### src/rtl/lms_sample_sequencer.sv
// Sequences buffered (x, d) pairs through a 4-tap LMS core and streams out the captured y/err results.
// Optional error monitor (err_thresh / err_alarm) is enabled by defining LMS_SEQ_ERR_MON_EN.
module lms_sample_sequencer #(
  parameter int unsigned DW         = 16,
  parameter int unsigned FIFO_DEPTH = 4,
  parameter int unsigned SETTLE     = 2
) (
  input  logic          Clk,
  input  logic          Rst,
  input  logic          start,
  input  logic          abort,
  input  logic [15:0]   train_len,
  input  logic [15:0]   total_len,
  input  logic          s_valid,
  output logic          s_ready,
  input  logic [DW-1:0] s_x,
  input  logic [DW-1:0] s_d,
  output logic          lms_en,
  output logic          lms_mode_train,
  output logic [DW-1:0] lms_x,
  output logic [DW-1:0] lms_d,
  input  logic [DW-1:0] lms_y,
  input  logic [DW-1:0] lms_err,
  output logic          m_valid,
  input  logic          m_ready,
  output logic [DW-1:0] m_y,
  output logic [DW-1:0] m_err,
  output logic          m_train,
  output logic          busy,
  output logic          done_irq
`ifdef LMS_SEQ_ERR_MON_EN
  ,
  input  logic [DW-1:0] err_thresh,
  output logic          err_alarm
`endif
);

  localparam int unsigned PTR_W = (FIFO_DEPTH > 1) ? $clog2(FIFO_DEPTH) : 1;
  localparam int unsigned CNT_W = $clog2(FIFO_DEPTH + 1);
  localparam int unsigned SET_W = $clog2(SETTLE + 1);

  typedef enum logic [2:0] {
    S_IDLE,
    S_FEED,
    S_WAIT,
    S_EMIT,
    S_DONE
  } state_t;

  state_t           r_state;
  logic [DW-1:0]    r_mem_x [FIFO_DEPTH];
  logic [DW-1:0]    r_mem_d [FIFO_DEPTH];
  logic [PTR_W-1:0] r_wptr;
  logic [PTR_W-1:0] r_rptr;
  logic [CNT_W-1:0] r_fcnt;
  logic [15:0]      r_train_len;
  logic [15:0]      r_total_len;
  logic [15:0]      r_count;
  logic [SET_W-1:0] r_settle;
  logic             r_lms_en;
  logic             r_lms_mode_train;
  logic [DW-1:0]    r_lms_x;
  logic [DW-1:0]    r_lms_d;
  logic             r_m_valid;
  logic [DW-1:0]    r_m_y;
  logic [DW-1:0]    r_m_err;
  logic             r_m_train;
  logic             r_done_irq;

  logic             w_full;
  logic             w_empty;
  logic             w_push;
  logic             w_pop;
  logic             w_last;

  assign w_full  = (r_fcnt == CNT_W'(FIFO_DEPTH));
  assign w_empty = (r_fcnt == '0);
  // Abort takes priority over any FIFO traffic in the same cycle.
  assign w_push  = s_valid && !w_full && !abort;
  assign w_pop   = (r_state == S_FEED) && !w_empty && !abort;
  assign w_last  = (({1'b0, r_count} + 17'd1) == {1'b0, r_total_len});

  always_ff @(posedge Clk) begin
    if (w_push) begin
      r_mem_x[r_wptr] <= s_x;
      r_mem_d[r_wptr] <= s_d;
    end
  end

  always_ff @(posedge Clk or posedge Rst) begin
    if (Rst) begin
      r_wptr <= '0;
      r_rptr <= '0;
      r_fcnt <= '0;
    end else if (abort) begin
      r_wptr <= '0;
      r_rptr <= '0;
      r_fcnt <= '0;
    end else begin
      if (w_push) r_wptr <= r_wptr + PTR_W'(1);
      if (w_pop)  r_rptr <= r_rptr + PTR_W'(1);
      case ({w_push, w_pop})
        2'b10:   r_fcnt <= r_fcnt + CNT_W'(1);
        2'b01:   r_fcnt <= r_fcnt - CNT_W'(1);
        default: r_fcnt <= r_fcnt;
      endcase
    end
  end

`ifdef LMS_SEQ_ERR_MON_EN
  logic          r_err_alarm;
  logic [DW-1:0] w_err_abs;
  logic          w_alarm_hit;

  // Magnitude of lms_err; the most negative value saturates to the largest positive one.
  always_comb begin
    w_err_abs = lms_err;
    if (lms_err[DW-1]) begin
      if (lms_err == {1'b1, {(DW-1){1'b0}}}) w_err_abs = {1'b0, {(DW-1){1'b1}}};
      else                                   w_err_abs = DW'(~lms_err + DW'(1));
    end
  end

  assign w_alarm_hit = !r_lms_mode_train && (w_err_abs > err_thresh);
  assign err_alarm   = r_err_alarm;
`endif

  always_ff @(posedge Clk or posedge Rst) begin
    if (Rst) begin
      r_state          <= S_IDLE;
      r_train_len      <= '0;
      r_total_len      <= '0;
      r_count          <= '0;
      r_settle         <= '0;
      r_lms_en         <= 1'b0;
      r_lms_mode_train <= 1'b0;
      r_lms_x          <= '0;
      r_lms_d          <= '0;
      r_m_valid        <= 1'b0;
      r_m_y            <= '0;
      r_m_err          <= '0;
      r_m_train        <= 1'b0;
      r_done_irq       <= 1'b0;
`ifdef LMS_SEQ_ERR_MON_EN
      r_err_alarm      <= 1'b0;
`endif
    end else begin
      r_lms_en   <= 1'b0;
      r_done_irq <= 1'b0;
      if (abort) begin
        r_state   <= S_IDLE;
        r_m_valid <= 1'b0;
`ifdef LMS_SEQ_ERR_MON_EN
        r_err_alarm <= 1'b0;
`endif
      end else begin
        case (r_state)
          S_IDLE: begin
            if (start) begin
`ifdef LMS_SEQ_ERR_MON_EN
              r_err_alarm <= 1'b0;
`endif
              if (total_len != 16'd0) begin
                r_train_len <= train_len;
                r_total_len <= total_len;
                r_count     <= '0;
                r_state     <= S_FEED;
              end else begin
                r_done_irq <= 1'b1;
              end
            end
          end
          S_FEED: begin
            if (!w_empty) begin
              r_lms_x          <= r_mem_x[r_rptr];
              r_lms_d          <= r_mem_d[r_rptr];
              r_lms_mode_train <= (r_count < r_train_len);
              r_lms_en         <= 1'b1;
              r_settle         <= SET_W'(SETTLE);
              r_state          <= S_WAIT;
            end
          end
          S_WAIT: begin
            // Capture once the counter has expired: SETTLE+1 cycles after the strobe.
            if (r_settle == '0) begin
              r_m_y     <= lms_y;
              r_m_err   <= lms_err;
              r_m_train <= r_lms_mode_train;
              r_m_valid <= 1'b1;
              r_state   <= S_EMIT;
`ifdef LMS_SEQ_ERR_MON_EN
              if (w_alarm_hit) r_err_alarm <= 1'b1;
`endif
            end else begin
              r_settle <= r_settle - SET_W'(1);
            end
          end
          S_EMIT: begin
            if (m_ready) begin
              r_m_valid <= 1'b0;
              r_count   <= r_count + 16'd1;
              if (w_last) begin
                r_state    <= S_DONE;
                r_done_irq <= 1'b1;
              end else begin
                r_state <= S_FEED;
              end
            end
          end
          S_DONE:  r_state <= S_IDLE;
          default: r_state <= S_IDLE;
        endcase
      end
    end
  end

  assign s_ready        = !w_full;
  assign lms_en         = r_lms_en;
  assign lms_mode_train = r_lms_mode_train;
  assign lms_x          = r_lms_x;
  assign lms_d          = r_lms_d;
  assign m_valid        = r_m_valid;
  assign m_y            = r_m_y;
  assign m_err          = r_m_err;
  assign m_train        = r_m_train;
  assign busy           = (r_state != S_IDLE);
  assign done_irq       = r_done_irq;

endmodule

### config.mk
export PLATFORM = sky130hd
export DESIGN_NAME = lms_sample_sequencer
export DESIGN_NICKNAME = d
export VERILOG_FILES = /design/src/rtl/lms_sample_sequencer.sv
export SDC_FILE = /design/constraint.sdc
export NUM_CORES = 1
export LEC_CHECK = 0
export BUFFER_PORTS_ARGS = -buffer_cell sky130_fd_sc_hd__buf_2
export CORE_MARGIN = 1.5
export CORE_UTILIZATION = 55
export DETAILED_ROUTE_END_ITERATION = 7
export PLACE_DENSITY_LB_ADDON = 0.25
export SKIP_LAST_GASP = 1
export SYNTH_ARGS = -nofsm -noshare
export SYNTH_HDL_FRONTEND = slang
export SYNTH_SLANG_ARGS = --single-unit
### constraint.sdc
create_clock -name Clk -period 4.3 [get_ports Clk]
set_input_delay 0.43 -clock Clk [delete_from_list [all_inputs] [get_ports Clk]]
set_output_delay 0.43 -clock Clk [all_outputs]
set_load 0.02 [all_outputs]
==> flow_summary.ini, run 1 <==
[synthesis]
ys_seq_area_frac = 0.654
synthArstFlopShare = 0.502
yosys-top-cells-area = edfxtp_1 36%, dfrtp_1 30%, mux2_2 6.9%
syn_area_mm2 = 0.0108
synth_cell_types = 54
synth_area_leader_cell = edfxtp_1
synth_edf_count = 128
syn_avg_cell_area_um2 = 14.3
synth_flop_cell = dfrtp_1
syn_inst = 756
synth_seq_cells = 257
synth_top_area_frac = 0.356
ys_warn_count = 0
synth_nets = 880

[layout]
syn_to_final_growth_pct = 19.1
nFillCells = 1459
finalNetCount = 1052
fin_util = 0.664
drive_gt1_frac = 0.357
finalNonFillerCells = 1215

[setup_path]
critPathKind = reg2reg
critical_path.endpoint_type = flop
startpoint = r_fcnt[1]$_DFFE_PP0P_
r2r_end = r_settle[1]$_DFFE_PP0P_
reg2reg_depth = 7
slowest_delay_ns = 0.96
cp_data_required_time_ns = 4.71
cp_max_fo = 34
critical-path-top-delay-family = buffers and inverters
arrival_ns = 3.49
worst-path-buf-inv = 2
r2r_setup_slack_ns = 1.22
path_cells = nor3_1 -> nor3_1 -> nand2b_2 -> buf_4 -> clkinv_1 -> o21ai_0 -> o21ai_0
startpoint_type = flop
worstReg2RegStart = r_fcnt[1]$_DFFE_PP0P_
slowest_stage = clkinv_1

[place]
io_buffers = 172
dp_cells = 1164
gp_congestion = 0.844
pre_cts_slack_ns = 1.16
dp_hpwl_mm = 14.4

[sta]
worst_slew_pin_slew_ns = 1.07
post-route-min-period_ns = 3.08
hold_violations = 0
period_share = 0.715
setup_ws_ns = 1.22
max_freq_mhz = 325
setup_tns_ns = 0
setup_viol = 0
finalClockSkew_ns = 0.0136
relSlewSlack = 0.281
report.final.slew_viol_count = 0
rsz0062_at_grt = no

[die]
core_mm2 = 0.0194
die_w_um = 143
die-area_mm2 = 0.0205
start_util = 0.557
ioPinCount = 173
placementRows = 51
die_h_um = 143

[worst_hold_path]
hold_path_end = r_mem_d[0][15]$_DFFE_PP_
worstHoldStart = s_d[15]
hold_depth = 1
min_path_type = in2reg

[power_and_ir_drop]
p_leak_nw = 5.57
peakVddDrop_v = 0.000479
total_power_mw = 8.01
power.density_mw_per_mm2 = 622

[cts]
hold_buffers = 0
cts.htree.levels = 1
cts_tree = yes
cts-resized-gates = 0
cts_buffers = 27
post_cts_buffers = 0
cts_max_path_buffers = 3
clock-sinks = 257
clockRootBuffer = clkbuf_16
clkSlewWorstSetupHoldPaths_ns = 0.06
clk_latency_ns = 0.55

[detailed_routing]
topRoutingLayerUsed = met5
drc = 0
met2_length_mm = 10.9
via_per_inst = 5.50
wl_met3_mm = 1.35
drt-initial-drc-count = 282
vias = 6682
dr.pass1.iters = 4
drtAntennaViolNets = 0
met1_length_mm = 9.29
routed_wirelength_mm = 22.2
avgRoutedWirePerCell_um = 18.2

[global_route]
antenna_found_initial = 3
grt_pass1_vias = 6616
grt_start_max_net_pins = 106
globalRouteOverflowTotal = 0
grtUsageTotal = 0.220
grt_pass1_wl_mm = 34.5

[run_status]
outcome = complete, no violations

[flow_run]
drv_cap = 0
logic make-up (layout without fill, tap and decap cells):
kind of cell               count (synthesis)  count (layout)  share of synthesized area
AOI/OAI and AO/OA                         81              81                     0.0500
adders and majority gates                 22              22                     0.0262
and+or+nand+nor                          214             214                     0.0905
buffers and inverters                     58             250                     0.0225
xor gates and xnor gates                  24              24                     0.0194
DFF                                      257             257                      0.654
other                                      0               2                          0
muxes                                    100             100                      0.137
registers in the layout, indices dropped and copies added, names as in the netlist, 2 cells and up:
name,flops
r_settle,2
r_rptr,2
r_count,16
r_wptr,2
r_mem_x,64
r_total_len,16
m_err,16
r_mem_d,64
r_train_len,16
lms_d,16
r_fcnt,3
m_y,16
lms_x,16
r_state,3
per-stage QoR:
| stage | area, µm² | hold WS (ns) |
|---|---|---|
| 6_report | 12900 | 0.0951 |
| 5_1_grt | 12900 | 0.0837 |
| 3_3_place_gp | 11900 | 0.455 |
| 2_1_floorplan | 10800 | 0.458 |
| 3_5_place_dp | 11900 | 0.459 |
| 4_1_cts | 12900 | 0.0727 |
area by class of cell:
type / count / area (µm²) / area share
Sequential cell: 257 / 7070 / 0.549
Multi-Input combinational cell: 441 / 3500 / 0.272
Timing Repair Buffer: 178 / 906 / 0.0704
Clock buffer: 30 / 717 / 0.0557
Tap cell: 265 / 332 / 0.0258
Clock inverter: 19 / 245 / 0.0191
Inverter: 23 / 91.3 / 0.00710
Antenna cell: 2 / 5.00 / 0.000389
per-layer routing:
| layer | track usage | up-vias |
|---|---|---|
| li1 | - | 3116 |
| met4 | 0.0705 | 2 |
| met3 | 0.0419 | 44 |
| met5 | 0 | - |
| met1 | 0.290 | 3305 |
| met2 | 0.372 | 215 |
synthesized netlist by cell type, types with 8 or more instances:
cell and n:
dfrtp_1 129, mux2_2 66, nand3_1 13, a21oi_1 12, ha_1 21, xnor2_1 18, o21ai_0 29, nor2_1 28
a21o_1 8, mux4_2 32, edfxtp_1 128, buf_2 8, clkbuf_1 18, inv_1 22, nand2_1 121
where the power goes:
part	internal, mW	switching, mW	leakage (nW)
sequential	3.10	0.355	2.81
clock	1.51	0.964	0.482
combinational	0.929	1.15	2.28
total	5.54	2.47	5.57
placed cells by master (no fill, tap or decap), drive strengths merged, types with 2 or more instances in the layout:
cell type,Yosys,routed
nor2b,4,4
nand2,121,121
xnor2,18,18
nor3,6,6
dfrtp,129,129
and4,4,4
nand2b,4,4
mux4,32,32
nand4,7,7
a21oi,12,12
xor2,6,6
ha,21,21
o41ai,3,3
edfxtp,128,128
inv,22,23
o21a,2,2
a21o,8,8
buf,17,178
and2,6,6
nor3b,3,3
nor2,28,28
nand3,13,13
or3,3,3
diode,0,2
mux2,66,66
o32ai,2,2
clkbuf,18,30
a211oi,4,4
and3,5,5
bufinv,0,5
mux2i,2,2
a31oi,6,6
nor4,6,6
o31ai,6,6
o21ai,29,29
clkinv,1,13
worst max path at each step:
stage | end | slack [ns] | cells past startpoint
4_1_cts | r_settle[1]$_DFFE_PP0P_ | 1.14 | 7
6_report | r_settle[1]$_DFFE_PP0P_ | 1.22 | 7
3_5_place_dp | r_settle[1]$_DFFE_PP0P_ | 1.16 | 7
3_3_place_gp | r_settle[1]$_DFFE_PP0P_ | 1.24 | 7
5_1_grt | r_settle[1]$_DFFE_PP0P_ | 0.78 | 7
2_1_floorplan | done_irq$_DFF_PP0_ | 0.43 | 1
No activity file was read; power rests on OpenSTA's default activity.
==> inputs of run 2 (changes only) <==
- CORE_UTILIZATION: 55 -> 51
- clock period: 4.3 -> 2.6 ns (I/O delays scaled with it)
==> run 2 against run 1 <==
- final cell count increased by 9.4%
- critical path depth stayed put
- sequential power up 64%
- global-route usage down 0.57 points
- critical endpoint is now r_state[0]$_DFFE_PP0P_
- highest routed layer is now met4
==> flow_summary.ini, run 2 (synthesized netlist as in run 1, its figures left out) <==
[cts]
clk_latency_ns = 0.54
clkSlewWorstSetupHoldPaths_ns = 0.06
clock-sinks = 257
cts_tree = yes
hold_buffers = 96
cts_max_path_buffers = 3
clockRootBuffer = clkbuf_16
cts-resized-gates = 0
cts.htree.levels = 1
cts_buffers = 27
post_cts_buffers = 0

[layout]
antenna_cells = 0
nFillCells = 1491
final_common_cell = buf_2
fin_area_mm2 = 0.0138
finalNetCount = 1157
syn_to_final_growth_pct = 28.0
top_regs = r_mem_d: 64 flops, r_mem_x: 64 flops
final_cell_mix = 172 x buf_2, 128 x dfrtp_1, 128 x edfxtp_1
drive_gt1_frac = 0.324

[global_route]
grt_start_max_net_pins = 86
grt_pass1_vias = 7272
globalRouteOverflowTotal = 0
grt_pass1_wl_mm = 37.2
grtUsageTotal = 0.215
antenna_found_initial = 0

[die]
core_mm2 = 0.0209
ioPinCount = 173
die_w_um = 149
placementRows = 53
die_h_um = 149
start_util = 0.518
die-area_mm2 = 0.0221

[detailed_routing]
drtAntennaViolNets = 0
routed_wirelength_mm = 23.6
dr.pass1.iters = 5
drc = 0
drt-initial-drc-count = 353
via_per_inst = 5.34
met2_length_mm = 11.5
met1_length_mm = 10.0
topRoutingLayerUsed = met4
avgRoutedWirePerCell_um = 17.7
wl_met3_mm = 1.38
vias = 7091

[power_and_ir_drop]
p_leak_nw = 5.97
power.switching_mw = 4.08
combPwrFrac = 0.282
power.density_mw_per_mm2 = 941
p_clk_frac = 0.282
pwr-share-seq = 0.436
p_int_mw = 8.94
peakVddDrop_v = 0.000731
swShare = 0.313

[setup_path]
path_cells = ha_1 -> nand3_1 -> nor3b_1 -> o2111ai_1 -> a2111oi_4 -> a31oi_1 -> o221a_1
critical_path.endpoint_type = flop
cp_data_required_time_ns = 3.03
arrival_ns = 2.70
slowest_stage = dfrtp_1
startpoint_type = flop
cp_max_fo = 8
slowest_delay_ns = 0.46
critPathKind = reg2reg

[worst_hold_path]
min_path_type = in2reg

[sta]
max_freq_mhz = 440
setup_viol = 0
relSlewSlack = 0.391
hold_violations = 0
period_share = 0.874
finalClockSkew_ns = 0.0133
worst_slew_pin_slew_ns = 0.914
setup_tns_ns = 0
report.final.slew_viol_count = 0
post-route-min-period_ns = 2.27
rsz0062_at_grt = no

[flow_run]
drv_cap = 0

[place]
gp_congestion = 0.839
io_buffers = 172
dp_hpwl_mm = 14.7
placed_area_mm2 = 0.0120

[run_status]
outcome = complete, no violations
-- run 2: area by class of cell --
cell class / count / area [µm²] / share of cell area
clock buffers: 35 / 736 / 0.0532
clock inverters: 15 / 123 / 0.00886
inverters: 23 / 90.1 / 0.00651
multi-input cells: 441 / 3500 / 0.253
flip-flops and latches: 257 / 7070 / 0.511
well taps: 275 / 344 / 0.0249
repair buffers: 283 / 1970 / 0.142
-- run 2: metrics by stage --
stage | setup slack [ns] | std cells | utilization | power, mW | hold WS [ns]
final | 0.327 | 1329 | 0.663 | 13.0 | 0.0197
after global routing | 0.146 | 1329 | 0.663 | 13.7 | 0.0136
after CTS | 0.337 | 1329 | 0.663 | 13.1 | 0.00347
after detailed placement | 0.335 | 1183 | 0.576 | 9.31 | 0.437
after global placement | 0.370 | 1183 | 0.576 | 9.25 | 0.429
after floorplan | 0.138 | 756 | - | 8.14 | 0.359
-- run 2: path summary, 6_finish.rpt --
path / from / to / slack, ns / depth (start not counted)
worst max register to register: r_count[0]$_DFFE_PP0P_ / r_state[0]$_DFFE_PP0P_ / 0.33 / 7
worst min register to register: lms_x[2]$_DFFE_PP0P_ / lms_x[2]$_DFFE_PP0P_ / 0.47 / 2
min in group asynchronous: Rst / r_total_len[10]$_DFFE_PP0P_ / 0.39 / 4
worst min-delay path: total_len[13] / r_total_len[13]$_DFFE_PP0P_ / 0.02 / 2
worst max-delay path: r_count[0]$_DFFE_PP0P_ / r_state[0]$_DFFE_PP0P_ / 0.33 / 7
max in group asynchronous: Rst / lms_d[6]$_DFFE_PP0P_ / 1.70 / 4
-- run 2: power groups by stage --
stage	clock network [mW]	logic [mW]	registers [mW]
floorplan	0	2.07	6.07
global placement	0	3.54	5.71
detailed placement	0	3.57	5.73
CTS	3.75	3.71	5.67
global route	3.92	4.04	5.78
finish	3.67	3.67	5.68
-- run 2: routing by layer --
layer | track usage | vias up
li1 | - | 3320
met1 | 0.279 | 3494
met2 | 0.368 | 230
met3 | 0.0390 | 47
met4 | 0.0678 | 0
met5 | 0 | -
-- run 2: worst max-delay path, delay by kind of cell (launching register included) --
kind                       cells  cell delay [ns]
AOI/OAI and AO/OA              4             0.94
adders and majority gates      1             0.29
DFF                            1             0.46
and+or+nand+nor                2             0.48
